File: config.mk
export PLATFORM = sky130hd
export DESIGN_NAME = sao_stat_ctrl_flat
export DESIGN_NICKNAME = d
export VERILOG_FILES = /design/src/rtl/sao_pkg.sv /design/src/rtl/sao_stat_ctrl_if.sv /design/src/rtl/sao_stat_acc.sv /design/src/rtl/sao_stat_ctrl.sv /design/src/flat_wrapper.sv
export SDC_FILE = /design/constraint.sdc
export NUM_CORES = 1
export LEC_CHECK = 0
export BUFFER_PORTS_ARGS = -buffer_cell sky130_fd_sc_hd__buf_4
export CORE_MARGIN = 3
export CORE_UTILIZATION = 47
export CTS_CLUSTER_SIZE = 8
export DETAILED_ROUTE_END_ITERATION = 7
export GPL_TIMING_DRIVEN = 0
export PLACE_DENSITY_LB_ADDON = 0.12
export SETUP_SLACK_MARGIN = 0.05
export SYNTH_ARGS = -nofsm -noshare
export SYNTH_HDL_FRONTEND = slang
export SYNTH_SLANG_ARGS = --single-unit
File: constraint.sdc
create_clock -name clk -period 2.9 [get_ports clk]
set_clock_uncertainty 0.05 [all_clocks]
set_input_delay 0.29 -clock clk [delete_from_list [all_inputs] [get_ports clk]]
set_output_delay 0.29 -clock clk [all_outputs]
set_load 0.01 [all_outputs]
File: src/rtl/sao_pkg.sv
// Shared types and width helpers for the SAO edge-offset statistics controller.
package sao_pkg;

    localparam int NUM_CAT = 4;
    localparam int NUM_W   = 13;

    function automatic int sao_sw(input int diff_clip_bit);
        return diff_clip_bit + 5;
    endfunction

    typedef enum logic [1:0] {
        EO_VALLEY,
        EO_CONCAVE,
        EO_CONVEX,
        EO_PEAK
    } eo_cat_e;

    typedef enum logic [1:0] {
        IDLE,
        ISSUE,
        WAIT,
        OUT
    } sao_state_e;

endpackage

File: src/rtl/sao_stat_ctrl_if.sv
// Block request / result bus between the controller and the one-block statistics datapath.
interface sao_stat_ctrl_if #(
    parameter int SW = 9
);
    logic                 blk_req;
    logic                 blk_ack;
    logic [3:0]           blk_x;
    logic [3:0]           blk_y;
    logic                 res_vld;
    logic [1:0]           res_cat;
    logic signed [SW-1:0] res_sum;
    logic [4:0]           res_num;

    modport master (
        output blk_req, blk_x, blk_y,
        input  blk_ack, res_vld, res_cat, res_sum, res_num
    );

    modport slave (
        input  blk_req, blk_x, blk_y,
        output blk_ack, res_vld, res_cat, res_sum, res_num
    );
endinterface

File: src/rtl/sao_stat_acc.sv
// Four-entry per-category accumulator bank: clear wins over add.
module sao_stat_acc
    import sao_pkg::*;
#(
    parameter int SW = 9
) (
    input  logic                 clk,
    input  logic                 rst_n,
    input  logic                 clr,
    input  logic                 add,
    input  eo_cat_e              cat,
    input  logic signed [SW-1:0] sum,
    input  logic [4:0]           num,
    output logic signed [SW+7:0] acc_sum [NUM_CAT],
    output logic [NUM_W-1:0]     acc_num [NUM_CAT]
);

    logic signed [SW+7:0] sum_q [NUM_CAT];
    logic signed [SW+7:0] sum_d [NUM_CAT];
    logic [NUM_W-1:0]     num_q [NUM_CAT];
    logic [NUM_W-1:0]     num_d [NUM_CAT];
    logic signed [SW+7:0] sum_ext;
    logic [NUM_W-1:0]     num_ext;

    assign sum_ext = (SW+8)'(sum);
    assign num_ext = NUM_W'(num);

    always_comb begin
        for (int i = 0; i < NUM_CAT; i++) begin
            sum_d[i] = sum_q[i];
            num_d[i] = num_q[i];
            if (clr) begin
                sum_d[i] = '0;
                num_d[i] = '0;
            end else if (add && (cat == eo_cat_e'(i))) begin
                sum_d[i] = sum_q[i] + sum_ext;
                num_d[i] = num_q[i] + num_ext;
            end
        end
    end

    always_ff @(posedge clk or negedge rst_n) begin
        if (!rst_n) begin
            for (int i = 0; i < NUM_CAT; i++) begin
                sum_q[i] <= '0;
                num_q[i] <= '0;
            end
        end else begin
            for (int i = 0; i < NUM_CAT; i++) begin
                sum_q[i] <= sum_d[i];
                num_q[i] <= num_d[i];
            end
        end
    end

    assign acc_sum = sum_q;
    assign acc_num = num_q;

endmodule

File: src/rtl/sao_stat_ctrl.sv
// Walks the 4x4 blocks of one CTB in raster order, one block outstanding at a time,
// and accumulates per-EO-category diff sums and sample counts.
module sao_stat_ctrl
    import sao_pkg::*;
#(
    parameter int  diff_clip_bit = 4,
    parameter int  max_log2_ctb  = 6,
    localparam int SW            = sao_sw(diff_clip_bit)
) (
    input  logic                  clk,
    input  logic                  rst_n,
    input  logic                  start,
    input  logic [2:0]            log2_ctb,
    output logic                  busy,
    sao_stat_ctrl_if.master       bif,
    output logic                  out_vld,
    input  logic                  out_rdy,
    output logic signed [SW+7:0]  acc_sum [NUM_CAT],
    output logic [NUM_W-1:0]      acc_num [NUM_CAT],
    output logic                  err
);

    sao_state_e state_q, state_d;
    logic       busy_q, busy_d;
    logic       blk_req_q, blk_req_d;
    logic       out_vld_q, out_vld_d;
    logic       err_q, err_d;
    logic [3:0] x_q, x_d;
    logic [3:0] y_q, y_d;
    logic [3:0] max_q, max_d;
    logic       acc_clr, acc_add;
    logic       l2_ok;
    logic [3:0] blk_max;

    assign l2_ok   = (log2_ctb >= 3'd4) && (int'(log2_ctb) <= max_log2_ctb);
    assign blk_max = l2_ok ? 4'((1 << (int'(log2_ctb) - 2)) - 1) : 4'd3;

    always_comb begin
        state_d   = state_q;
        busy_d    = busy_q;
        blk_req_d = blk_req_q;
        out_vld_d = out_vld_q;
        err_d     = err_q;
        x_d       = x_q;
        y_d       = y_q;
        max_d     = max_q;
        acc_clr   = 1'b0;
        acc_add   = 1'b0;
        case (state_q)
            IDLE: begin
                if (start) begin
                    state_d = ISSUE;
                    busy_d  = 1'b1;
                    x_d     = '0;
                    y_d     = '0;
                    max_d   = blk_max;
                    err_d   = !l2_ok;
                    acc_clr = 1'b1;
                end
            end
            // First ISSUE cycle only raises blk_req, so indices are settled a cycle before the request.
            ISSUE: begin
                if (blk_req_q && bif.blk_ack) begin
                    blk_req_d = 1'b0;
                    state_d   = WAIT;
                end else begin
                    blk_req_d = 1'b1;
                end
            end
            WAIT: begin
                if (bif.res_vld) begin
                    acc_add = 1'b1;
                    state_d = ISSUE;
                    if (x_q == max_q) begin
                        x_d = '0;
                        if (y_q == max_q) begin
                            y_d       = '0;
                            state_d   = OUT;
                            out_vld_d = 1'b1;
                        end else begin
                            y_d = y_q + 4'd1;
                        end
                    end else begin
                        x_d = x_q + 4'd1;
                    end
                end
            end
            OUT: begin
                if (out_rdy) begin
                    out_vld_d = 1'b0;
                    busy_d    = 1'b0;
                    state_d   = IDLE;
                end
            end
            default: state_d = IDLE;
        endcase
        // A stray result outside WAIT is flagged even when it coincides with a start.
        if (bif.res_vld && (state_q != WAIT)) err_d = 1'b1;
    end

    always_ff @(posedge clk or negedge rst_n) begin
        if (!rst_n) begin
            state_q   <= IDLE;
            busy_q    <= 1'b0;
            blk_req_q <= 1'b0;
            out_vld_q <= 1'b0;
            err_q     <= 1'b0;
            x_q       <= '0;
            y_q       <= '0;
            max_q     <= 4'd3;
        end else begin
            state_q   <= state_d;
            busy_q    <= busy_d;
            blk_req_q <= blk_req_d;
            out_vld_q <= out_vld_d;
            err_q     <= err_d;
            x_q       <= x_d;
            y_q       <= y_d;
            max_q     <= max_d;
        end
    end

    sao_stat_acc #(.SW(SW)) u_acc (
        .clk     (clk),
        .rst_n   (rst_n),
        .clr     (acc_clr),
        .add     (acc_add),
        .cat     (eo_cat_e'(bif.res_cat)),
        .sum     (bif.res_sum),
        .num     (bif.res_num),
        .acc_sum (acc_sum),
        .acc_num (acc_num)
    );

    assign busy        = busy_q;
    assign out_vld     = out_vld_q;
    assign err         = err_q;
    assign bif.blk_req = blk_req_q;
    assign bif.blk_x   = x_q;
    assign bif.blk_y   = y_q;

endmodule

File: src/flat_wrapper.sv
// flat-port wrapper written by rule: the top's interface ports become plain ports
module sao_stat_ctrl_flat import sao_pkg::*;
#(
    parameter int  diff_clip_bit = 4,
    parameter int  max_log2_ctb  = 6,
    localparam int SW            = sao_sw(diff_clip_bit)
)
  (clk, rst_n, start, log2_ctb, busy, out_vld, out_rdy, acc_sum, acc_num, err, bif_blk_req, bif_blk_x, bif_blk_y, bif_blk_ack, bif_res_vld, bif_res_cat, bif_res_sum, bif_res_num);
  sao_stat_ctrl_if #(.SW((9))) bif_i ();
  input  logic clk;
  input  logic rst_n;
  input  logic start;
  input  logic [2:0] log2_ctb;
  output logic busy;
  output logic out_vld;
  input  logic out_rdy;
  output logic signed [SW+7:0] acc_sum[NUM_CAT];
  output logic [NUM_W-1:0] acc_num[NUM_CAT];
  output logic err;
  output wire logic [$bits(bif_i.blk_req)-1:0] bif_blk_req;
  output wire logic [$bits(bif_i.blk_x)-1:0] bif_blk_x;
  output wire logic [$bits(bif_i.blk_y)-1:0] bif_blk_y;
  input wire logic [$bits(bif_i.blk_ack)-1:0] bif_blk_ack;
  input wire logic [$bits(bif_i.res_vld)-1:0] bif_res_vld;
  input wire logic [$bits(bif_i.res_cat)-1:0] bif_res_cat;
  input wire logic [$bits(bif_i.res_sum)-1:0] bif_res_sum;
  input wire logic [$bits(bif_i.res_num)-1:0] bif_res_num;
  assign bif_blk_req = bif_i.blk_req;
  assign bif_blk_x = bif_i.blk_x;
  assign bif_blk_y = bif_i.blk_y;
  assign bif_i.blk_ack = bif_blk_ack;
  assign bif_i.res_vld = bif_res_vld;
  assign bif_i.res_cat = bif_res_cat;
  assign bif_i.res_sum = bif_res_sum;
  assign bif_i.res_num = bif_res_num;
  sao_stat_ctrl #(.diff_clip_bit(diff_clip_bit), .max_log2_ctb(max_log2_ctb)) u_core (.clk(clk), .rst_n(rst_n), .start(start), .log2_ctb(log2_ctb), .busy(busy), .bif(bif_i), .out_vld(out_vld), .out_rdy(out_rdy), .acc_sum(acc_sum), .acc_num(acc_num), .err(err));
endmodule
======== After elaboration in Yosys (flattened, before gate mapping) ========
Cells that the tools add are included.
word-level totals
  register bits ........................... 138
  output and inout bits ................... 132
operators by class
  add/subtract/negate cells ............... 12
  order comparisons ....................... 2
  equal/unequal tests ..................... 15
  shift operators ......................... 1
  muxes and demuxes ....................... 47
  reduce and logical (&&, ||, !) cells .... 26
operators with widths
  cell                                                                      count
  17-bit two-way mux                                                        8
  13-bit two-way mux                                                        8
  17-bit by 9-bit adder with 17-bit output                                  4
  13-bit by 5-bit adder with 13-bit output                                  4
  1-bit by 32-bit left shift with 4-bit output (first input constant)       1
  4-bit two-way mux                                                         7
  2-bit nonzero test                                                        9
  4-bit case mux with 2 select lines                                        2
  1-bit two-way mux                                                         13
  2-bit two-way mux                                                         6
  4-bit by 1-bit adder with 4-bit output (second input constant)            2
  2-bit equality test (second input constant)                               4
  4-bit equality test                                                       2
  2-bit inequality test (second input constant)                             4
  2-bit case mux with 4 select lines                                        1
  4-bit AND reduction                                                       2
  1-bit logical AND                                                         7
  2-bit by 1-bit inequality test with 1-bit output (second input constant)  3
  3-bit AND reduction                                                       2
  5-bit AND reduction                                                       1
  2-bit by 1-bit equality test with 1-bit output (second input constant)    2
  2-bit zero test                                                           2
  1-bit case mux with 2 select lines                                        2
  2-bit AND reduction                                                       2
  other kinds (5)                                                           5

======== Logic depth before layout (Yosys ltp) ========
  word-level depth ........................ 6
  mapped depth ............................ 9
  mapped depth without buffers ............ 9

======== Modules after synthesis ========
A second synthesis with hierarchy kept.
unflattened totals
  cells, all modules ...................... 1,113
  area total of the unflattened synthesis .. 9,789.4 µm²
modules (own cells, without submodules)
  module         instances  cells each  area an instance (µm²)  sequential area each (µm²)
  sao_stat_acc   1          1,004       8,709.6                 3,002.9
  sao_stat_ctrl  1          109         1,079.8                 452.9

======== Worst setup path before layout ========
Ideal clock, no wire load.
  path type ............................... register to register
  start ................................... reg u_core.u_acc.sum_q (netlist bit u_core.u_acc.acc_sum[34])
  end ..................................... reg u_core.u_acc.sum_q (netlist bit u_core.u_acc.acc_sum[48])
  setup time .............................. 131 ps
  arrival ................................. 2,225 ps
  required time ........................... 2,719 ps
  slack ................................... 494 ps
  stages on the path, launching flop included .. 10
  buffers on the path ..................... 0
  period minus slack after synthesis ...... 2,406 ps
  cell sequence ........................... dfrtp_1 -> ha_1 -> fa_1 -> a21o_1 -> a21oi_1 -> o21ai_1 -> o41a_1 -> a31oi_1 -> xor2_1 -> o21ai_1
between the ends
  word-level cells in the longest chain between the ends .. 3
RTL lines
  element                                   line                RTL
  start, declared                           sao_stat_acc.sv:18  logic signed [SW+7:0] sum_q [NUM_CAT];
  start signal, assigned by index           sao_stat_acc.sv:50  sum_q[i] <= sum_d[i];
  17-bit by 9-bit adder with 17-bit output  sao_stat_acc.sv:36  sum_d[i] = sum_q[i] + sum_ext;
  17-bit two-way mux                        sao_stat_acc.sv:35  end else if (add && (cat == eo_cat_e'(i))) begin
  17-bit two-way mux                        sao_stat_acc.sv:32  if (clr) begin
Every way passes these cells. The select of a mux whose other input is x is not followed.
A chain may end at the register's enable or synchronous reset.

======== Worst setup path in the final report ========
  start ................................... reg u_core.state_q[0]
  end ..................................... reg u_core.u_acc.num_q (netlist bit u_core.u_acc.acc_num[32])
between the ends
  word-level cells in the longest chain between the ends .. 4
  elaborated cells between the ends (all ways) .. 7
RTL lines
  element                              line                  RTL
  start, declared                      sao_stat_ctrl.sv:23   sao_state_e state_q, state_d;
  start signal, assigned               sao_stat_ctrl.sv:112  state_q <= state_d;
  2-bit equality test                  sao_stat_ctrl.sv:49   case (state_q)
  1-bit two-way mux                    sao_stat_ctrl.sv:49
  1-bit logical AND                    sao_stat_acc.sv:35
  2-bit nonzero test (no source line)  -
  end signal, assigned by index        sao_stat_acc.sv:51    num_q[i] <= num_d[i];
  end, declared                        sao_stat_acc.sv:20    logic [NUM_W-1:0] num_q [NUM_CAT];
Parallel ways exist; a longest one is shown, timed or not.

==> impl_metrics.toml <==
[floorplan]
coreArea_um2 = 19600
die-area_um2 = 21900
start_util_pct = 48.3
die_height_um = 148
die_w_um = 148
pin_count = 157
num_rows = 51

[finish]
drive_above_1_share_pct = 16.9
fill_cells = 1803
syn2layout_area_growth_pct = 22.2
fin_nets = 1347
final_cells = 1501
final_area_um2 = 11600
antenna_cells = 0

[clocking]
clk_pin_slew_ns = 0.06
post_cts_buffers = 0
clockBufferDepth = 2
cts_made_buffers = 17
clock_sinks = 138
cts_tree = "built"
root_buffer = "clkbuf_16"
clk_latency_ns = 0.43
htreeDepth = 4

[global_route]
grt_first_pass_wirelength_mm = 42.5
antenna_found_initial = 0
grt_pass1_vias = 8016
overflow = 0
grt_use_total_pct = 24.3
grt_max_degree = 74

[setup_path]
cp-end-kind = "register"
critPathMaxFanout = 10
r2r_end = "u_core.u_acc.acc_num[32]$_DFFE_PN0P_"
arrival_ns = 2.96
startpoint_type = "register"
r2r_slack_ns = 0.22
r2r_cells = 7
timing.rr.start = "u_core.state_q[0]$_DFFE_PN0P_"
crit_required_ns = 3.18
worstSetupPathType = "register to register"

[yosys]
synthCells = 1049
synth_nets = 1172
synth.area.top_cells = "dfrtp_1, ha_1, xnor2_1, o21ai_0, nand3_1"
ys_top_cells_by_count = "dfrtp_1, o21ai_0, nand3_1, nand2_1, ha_1"
synth_top_area_share_pct = 36.0
yosys.cell_count.top_type = "dfrtp_1"
syn_area_per_cell_um2 = 9.02
synth_area_leader_cell = "dfrtp_1"
async_flop_share_pct = 100
synth_cell_types = 67
ys_warn_count = 0
netlist_area_um2 = 9460
seq_area_frac_synth_pct = 36.5
ys_ff_latch = 138
synth_edf_count = 0
ys.flop_type = "dfrtp_1"

[pwr]
p_leak_nw = 5.61
ir_drop_uv = 514
power_density_nw_per_um2 = 931

[detailed_routing]
wire_per_inst_um = 17.8
ant_nets = 0
drt-initial-drc-count = 391
viasPerCell = 5.71
drc = 0
num_vias = 8568
first_pass_iters = 5
wl_mm = 26.7

[timing]
max_slew_margin_pct = 44.4
max_freq_mhz = 373
hold_viol_final = 0
min_period_over_period_pct = 92.4
setup_tns_ns = 0
worst_pin_slew_ns = 0.828
min_period_ns = 2.68
rsz0062_at_grt = "no"
drv_slew = 0
setup_violations = 0

[status]
outcome = "completed"

[place]
place_hpwl_mm = 19.9
port_buffers = 154
gp_congestion = 0.870
place_area_um2 = 11000
place_inst = 1469

[min_path]
hold_end = "u_core.max_q[0]$_DFFE_PN1P_"
worstHoldPathCells = 2
min_path_type = "input port to register"
hold_start = "log2_ctb[1]"

[job]
drv_cap = 0
worst max-delay path: stages, from the launching register on:
cell	delay, ns
dfrtp_1	0.35
buf_6	0.14
inv_1	0.14
nand3_1	0.32
clkbuf_1	0.62
buf_1	0.62
o211ai_1	0.21
o31ai_1	0.12
per-stage QoR:
| stage | total power (W) | worst slack (ns) | hold WS, ns | utilization, % |
|---|---|---|---|---|
| 6_report | 0.0108 | 0.220 | 0.0291 | 59.0 |
| 5_1_grt | 0.0116 | 0.0525 | 0.0310 | 59.0 |
| 4_1_cts | 0.0108 | 0.234 | 0.0204 | 59.0 |
| 3_5_place_dp | 0.00862 | 0.219 | 0.281 | 56.0 |
| 3_3_place_gp | 0.00851 | 0.187 | 0.412 | 55.9 |
| 2_1_floorplan | 0.00667 | 0.494 | -0.0556 | - |
flip-flops by register name, indices dropped and copies added (netlist names):
| name | cells |
|---|---|
| u_core.u_acc.acc_sum | 68 |
| u_core.u_acc.acc_num | 52 |
| u_core.bif.blk_x | 4 |
| u_core.bif.blk_y | 4 |
| u_core.max_q | 4 |
| u_core.state_q | 2 |
| u_core.bif.blk_req | 1 |
| u_core.busy | 1 |
| u_core.err | 1 |
| u_core.out_vld | 1 |
layout by cell type (no fill, tap or decap), drive strengths merged, types with 11 or more instances in the layout:
cell    instances
a211oi         11
a21o           28
a21oi          80
buf           162
clkbuf         47
dfrtp         136
ha             90
inv            33
nand2          92
nand3         101
nand4          18
nor2           56
nor3           14
o21ai         110
o21bai         23
or3            11
xnor2          62
xor2           29
layout make-up:
cell class	instances	area, µm²	share of cell area, %
tap	265	332	2.87
clock buffer	17	425	3.68
multi-input combinational	846	5750	49.7
inverter	28	105	0.909
timing repair buffer	156	1200	10.4
sequential	138	3460	29.9
buffer	37	155	1.34
clock inverter	14	139	1.20
metal layers:
metal	GRT usage [%]	part of all wire (%)
met1	34.5	47
met2	38.7	46
met4	5.91	1.6
met3	4.54	5.3
met5	0	0
worst max-delay path by stage:
stage                                               from                                   end  slack [ns]  cells past startpoint
detailed placement                        bif_res_sum[0]  u_core.u_acc.acc_sum[65]$_DFFE_PN0P_        0.22                     10
CTS                        u_core.state_q[0]$_DFFE_PN0P_  u_core.u_acc.acc_num[32]$_DFFE_PN0P_        0.23                      7
finish                     u_core.state_q[0]$_DFFE_PN0P_  u_core.u_acc.acc_num[32]$_DFFE_PN0P_        0.22                      7
global placement                          bif_res_sum[0]  u_core.u_acc.acc_sum[65]$_DFFE_PN0P_        0.19                     10
floorplan           u_core.u_acc.acc_sum[34]$_DFFE_PN0P_  u_core.u_acc.acc_sum[48]$_DFFE_PN0P_        0.49                      9
global route               u_core.state_q[0]$_DFFE_PN0P_  u_core.u_acc.acc_num[32]$_DFFE_PN0P_        0.05                      7
power by group:
part | leakage, nW | total (W) | internal [W] | switching (W)
logic | 3.48 | 0.00552 | 0.00247 | 0.00305
registers | 1.87 | 0.00312 | 0.00250 | 0.000614
clock network | 0.257 | 0.00213 | 0.00119 | 0.000935
cells by family (layout without fill, tap and decap cells):
group / count (synthesis) / after routing / share of synthesized area [%]
adders and majority gates: 98 / 98 / 13.6
DFF: 138 / 138 / 36.5
buffers and inverters: 65 / 252 / 2.75
muxes: 5 / 5 / 0.542
and+or+nand+nor: 339 / 339 / 18.0
xor gates and xnor gates: 91 / 91 / 8.42
AOI/OAI and AO/OA: 313 / 313 / 20.1
repair_timing:
item | 4_1_cts | 5_1_grt
endpoints found under the setup margin | 0 | 1
endpoints found under the hold margin | 64 | 0
resized for setup | 0 | 1
hold buffers | 1 | 0
Note: power is estimated with default switching activity, not from simulation.
